<file path="config.mk">
export PLATFORM = sky130hd
export DESIGN_NAME = fifo_burst_drain
export DESIGN_NICKNAME = d
export VERILOG_FILES = /design/src/rtl/fifo_burst_drain.sv
export SDC_FILE = /design/constraint.sdc
export NUM_CORES = 1
export LEC_CHECK = 0
export ABC_AREA = 1
export CORE_MARGIN = 2
export CORE_UTILIZATION = 48
export CTS_CLUSTER_SIZE = 25
export DETAILED_ROUTE_END_ITERATION = 8
export GPL_TIMING_DRIVEN = 0
export PLACE_DENSITY = 0.89
export SLEW_MARGIN = 20
export SYNTH_ARGS = -nofsm -noshare
export SYNTH_HDL_FRONTEND = slang
export SYNTH_SLANG_ARGS = --single-unit
</file>
<file path="constraint.sdc">
create_clock -name clk -period 2.6 [get_ports clk]
set_input_delay 0.65 -clock clk [delete_from_list [all_inputs] [get_ports clk]]
set_output_delay 0.65 -clock clk [all_outputs]
set_load 0.005 [all_outputs]
</file>
<file path="src/rtl/fifo_burst_drain.sv">
// Drains the upstream level-reporting FIFO in bursts: one header beat carrying
// the burst length, then the payload beats, the final one flagged with out_last.
module fifo_burst_drain #(
  parameter int PTR_W     = 4,
  parameter int DATA_W    = 8,
  parameter int BURST_MAX = 8,
  parameter int TIMEOUT   = 15
) (
  input  logic              clk,
  input  logic              rst,
  input  logic              fifo_empty,
  input  logic [PTR_W:0]    fifo_level,
  input  logic [DATA_W-1:0] fifo_data,
  output logic              fifo_pop,
  input  logic              flush,
  output logic              out_valid,
  input  logic              out_ready,
  output logic [DATA_W-1:0] out_data,
  output logic              out_hdr,
  output logic              out_last,
  output logic              busy
);

  localparam int LEN_W = $clog2(BURST_MAX + 1);
  localparam int TMR_W = $clog2(TIMEOUT + 1);

  localparam logic [PTR_W:0]     LVL_MAX = (PTR_W+1)'(BURST_MAX);
  localparam logic [LEN_W-1:0]   LEN_MAX = LEN_W'(BURST_MAX);
  localparam logic [LEN_W-1:0]   LEN_ONE = LEN_W'(1);
  localparam logic [TMR_W-1:0]   TMR_MAX = TMR_W'(TIMEOUT);
  localparam logic [TMR_W-1:0]   TMR_ONE = TMR_W'(1);

  typedef enum logic [1:0] {
    S_IDLE = 2'd0,
    S_HDR  = 2'd1,
    S_DATA = 2'd2
  } state_e;

  state_e           state_q, state_d;
  logic [TMR_W-1:0] timer_q, timer_d;
  logic [LEN_W-1:0] len_q,   len_d;
  logic [LEN_W-1:0] remain_q, remain_d;

  logic trig_full, trig_part;

  // A full burst's worth of data wins; otherwise a stale or flushed
  // non-empty FIFO forces a partial burst of whatever is stored right now.
  assign trig_full = (fifo_level >= LVL_MAX);
  assign trig_part = !fifo_empty && ((timer_q == TMR_MAX) || flush);

  always_ff @(posedge clk or posedge rst) begin
    if (rst) begin
      state_q  <= S_IDLE;
      timer_q  <= '0;
      len_q    <= '0;
      remain_q <= '0;
    end else begin
      state_q  <= state_d;
      timer_q  <= timer_d;
      len_q    <= len_d;
      remain_q <= remain_d;
    end
  end

  always_comb begin
    state_d   = state_q;
    timer_d   = timer_q;
    len_d     = len_q;
    remain_d  = remain_q;
    out_valid = 1'b0;
    out_hdr   = 1'b0;
    out_last  = 1'b0;
    out_data  = '0;
    fifo_pop  = 1'b0;

    case (state_q)
      S_IDLE: begin
        if (trig_full) begin
          len_d   = LEN_MAX;
          timer_d = '0;
          state_d = S_HDR;
        end else if (trig_part) begin
          // level < BURST_MAX here, so it fits in len
          len_d   = LEN_W'(fifo_level);
          timer_d = '0;
          state_d = S_HDR;
        end else if (fifo_empty) begin
          timer_d = '0;
        end else if (timer_q != TMR_MAX) begin
          timer_d = timer_q + TMR_ONE;
        end
      end

      S_HDR: begin
        out_valid = 1'b1;
        out_hdr   = 1'b1;
        out_data  = DATA_W'(len_q);
        if (out_ready) begin
          remain_d = len_q;
          state_d  = S_DATA;
        end
      end

      S_DATA: begin
        out_valid = 1'b1;
        out_data  = fifo_data;
        out_last  = (remain_q == LEN_ONE);
        fifo_pop  = out_ready;
        if (out_ready) begin
          remain_d = remain_q - LEN_ONE;
          if (out_last) state_d = S_IDLE;
        end
      end

      default: state_d = S_IDLE;
    endcase
  end

  assign busy = (state_q != S_IDLE);

endmodule

</file>
* Word-level counts from Yosys, hierarchy flattened
Index checks and enable logic that the tools add are counted.
** Storage, ports and cells
- Output and inout bits :: 13
- Flip-flop bits (word level) :: 14
- Input bits :: 18
- Logic and storage cells :: 49
** Operators by class
- Mux-type cells :: 20
- Add/sub/neg operators :: 2
- Equality and inequality tests :: 9
- Reduce and logical (&&, ||, !) cells :: 13
- Magnitude comparators :: 1
** Operator list (count)
- $mux W4 :: 8
- $pmux W8 S2 :: 1
- $mux W2 :: 5
- $pmux W4 S2 :: 1
- $ne A2 B2 Y1 const B :: 3
- $pmux W2 S3 :: 1
- $reduce_bool A2 Y1 :: 3
- $ge A5 B4 Y1 const B :: 1
- $add A4 B1 Y4 const B :: 1
- $eq A4 B1 Y1 const B :: 1
- $eq A4 B4 Y1 const B :: 1
- $mux W1 :: 4
- $ne A4 B4 Y1 const B :: 1
- $reduce_and A2 Y1 :: 2
- $reduce_and A4 Y1 :: 1
- $reduce_bool A4 Y1 :: 1
- $sub A4 B1 Y4 const B :: 1
- $ne A3 B3 Y1 const B :: 1
- $reduce_and A3 Y1 :: 1
- $eq A2 B1 Y1 const B :: 1
- $eq A2 B2 Y1 const B :: 1
- $logic_not A2 Y1 :: 1
- $reduce_or A2 Y1 :: 1
- $logic_and A1 B1 Y1 :: 1
- other kinds (2) :: 2

* Depth between registers and ports, before layout
- Depth after elaboration :: 6
- Depth in mapped cells :: 9
- Depth with buffers taken out :: 9

* Worst setup path before layout
Ideal clock, no wire load.
- Kind :: register to output
- From :: register state_q[0]
- To :: output out_data[3]
- Buffers on the path :: 1
- Arrival time :: 1.090 ns
- Cell stages (with the launch flop) :: 6
- Required time :: 1.950 ns
- Slack :: 0.860 ns
- Cells stage by stage :: dfrtp_1 inv_1 ha_1 buf_4 nand2_1 a21oi_1
** Between the ends
- Word-level cells in the longest chain between the ends :: 2
- Elaborated cells between the ends (all ways) :: 3
- Those cells by class :: eq/ne (2); mux (1)
** RTL lines
- start, declared :: line 39 : state_e state_q, state_d;
- start signal, assigned :: line 58 : state_q <= state_d;
- $eq A2 B2 Y1 or $eq A2 B1 Y1 (tied branches) :: line 76 : case (state_q)
- $pmux W8 S2 (*) :: line 76
- end, declared :: line 18 : output logic [DATA_W-1:0] out_data,
Mark *: on every way between the ends. The rest lies on a longest branch, timed or not.

* Worst setup path in the final report
- From :: register state_q[1]
- To :: output out_data[2]
The elaborated chain is that of the path after synthesis.

==> results.cfg <==
[yosys]
netlist_area_um2 = 937
synth_fp_nets = 149
ys_seq_area_share_pct = 37.4
postSynthAreaPerCell_um2 = 7.56
ys_seq_elements = 14
synth_cells = 124
ys_types = 20
yosysWarnings = 0

[timing]
setup_viol = 0
drv_slew = 0
worst_slew_pin_slew_ns = 0.548
setup_tns_ns = 0
finalCritPeriodShare_pct = 95.2
whs_ns = 0.529
finalHoldViolCount = 0
clock.fmax_mhz = 404
slew_headroom_pct = 63.5
finalCriticalPeriod_ns = 2.47
fin_skew_ns = 0.00241
rsz0062_at_grt = false

[worst_setup_path]
crit_chain = inv_1 -> ha_1 -> inv_1 -> a21oi_1 -> clkdlybuf4s50_1
path_max_fanout = 4
ff2ff_setup_slack_ns = 1.26
worstSetupEndpointType = output pin
critPathMaxStageDelay_ns = 0.51
setup.worst_path.start_class = flip-flop
worst-setup-path-type = flip-flop to output pin
r2r_start = state_q[0]
path_buf_inv = 3
cp_top_family = buffers and inverters
slowest_stage = clkdlybuf4s50_1
cpMostUsedCell = inv_1
crit_required_ns = 1.95
startpoint = state_q[1]
arrival_ns = 1.82

[floorplan]
start_util_pct = 52.6
die-width_um = 48.2
io_pins = 31
die_h_um = 48.2
core_area_mm2 = 0.00178
dieArea_mm2 = 0.00232
num_rows = 15

[pwr]
ir_drop_mv = 0.622
power_leakage_uw = 0.000663
powerDensity_mw_per_mm2 = 872

[detailed_routing]
top_layer = met4
drt-met1-wl_um = 824
dr_wl_met3_um = 72
dr.pass1.iters = 4
wl_met2_mm = 1.24
num_vias = 879
final_antenna_net_count = 0
viasPerCell = 4.83
drtIter0Drc = 6
wl_mm = 2.16
drt-wirelength-per-cell_um = 11.9
drc = 0

[finish]
final_common_cell = nand2_1
syn_to_final_growth_pct = 40.6
stdcell_area_mm2 = 0.00132
diodes = 0
layout-drive-gt1-share_pct = 12.7
finalNetCount = 183
mostFrequentLayoutCells = nand2_1, clkdlybuf4s50_1, inv_1

[placement]
place_hpwl_mm = 1.79
gp_congestion = 0.808
placed_area_mm2 = 0.00127
io_buffers = 30

[min_path]
hp-start = len_q[2]
worstHoldPathType = flip-flop to flip-flop

[cts]
numCtsBuffers = 3
cts_tree = built
h-tree-depth = 1
post-cts-setup-buffer-count = 0
clkSinkCount = 14
cts_buffer_depth = 2
clock_latency_ns = 0.29
root_buffer = clkbuf_4
clkTransAtPathRegs_ns = 0.09

[global_routing]
antenna_found_initial = 0
grt_max_degree = 15
first_global_vias = 871
grtUsageTotal_pct = 22.4
gr-total-overflow = 0
grt_pass1_wl_mm = 3.55

[run_status]
status = completed

[flow_run]
max_cap_violations = 0
==> tightest hold or removal path, cell delays in order, from the launching register on <==
cell and delay (ns):
dfrtp_1 0.38, nand2_1 0.07, o21ai_2 0.05
==> power breakdown <==
group          total [uW]  switching, uW  internal (uW)
sequential            350           63.2            287
clock                 163           77.6           85.4
combinational         636            341            295
==> registers in the layout (all words and copies together), names as in the netlist <==
name and cells:
len_q 4, remain_q 4, state_q 2, timer_q 4
==> cells in the mapped netlist (all sizes together) <==
master,instances,area share [%]
a21oi,6,3.2
nand3,6,3.7
buf,1,0.80
ha,7,9.3
nand2,45,21
o22ai,1,1.3
nand4,1,0.67
xor2,2,1.9
inv,19,7.6
dfrtp,14,37
nor2,7,3.6
o21ai,14,8.7
o211ai,1,0.80
==> kinds of logic after synthesis <==
group	share of synthesized area (%)
DFF	37.4
xor gates and xnor gates	1.87
adders and majority gates	9.35
buffers and inverters	8.41
and+or+nand+nor	29.0
AOI/OAI and AO/OA	14.0
==> final cells by class <==
cell class              instances  area, um2
clock buffers                   4       36.3
inverters                      19       71.3
repair buffers                 30        305
flip-flops and latches         14        350
fillers                       137        465
multi-input cells              90        523
well taps                      25       31.3
==> final timing paths <==
| kind | end | cells after the start |
|---|---|---|
| min in group asynchronous | remain_q[1] | 2 |
| setup reg to reg | remain_q[1] | 8 |
| max in group asynchronous | timer_q[1] | 2 |
| hold reg to reg | len_q[2] | 2 |
| setup / recovery | out_data[2] | 5 |
| hold / removal | len_q[2] | 2 |
==> per-stage QoR <==
step	utilization, %	std cells	total power (uW)	worst slack (ns)
3_3_place_gp	71.2	179	950	0.151
4_1_cts	73.9	183	1160	0.0299
5_1_grt	73.9	182	1250	0.00543
2_1_floorplan	-	124	731	0.860
3_5_place_dp	71.2	179	980	0.0934
6_report	73.9	182	1150	0.125
==> what timing repair did <==
item                       4_1_cts  5_1_grt
hold buffers                     0        0
setup endpoints to repair        4        4
gates resized for setup          3        3
==> layer usage <==
metal	vias up	GRT usage, %
met4	0	4.86
met2	13	41.6
met3	4	6.67
met5	-	0
met1	406	24.8
li1	456	-
(Power assumes the default switching activity.)
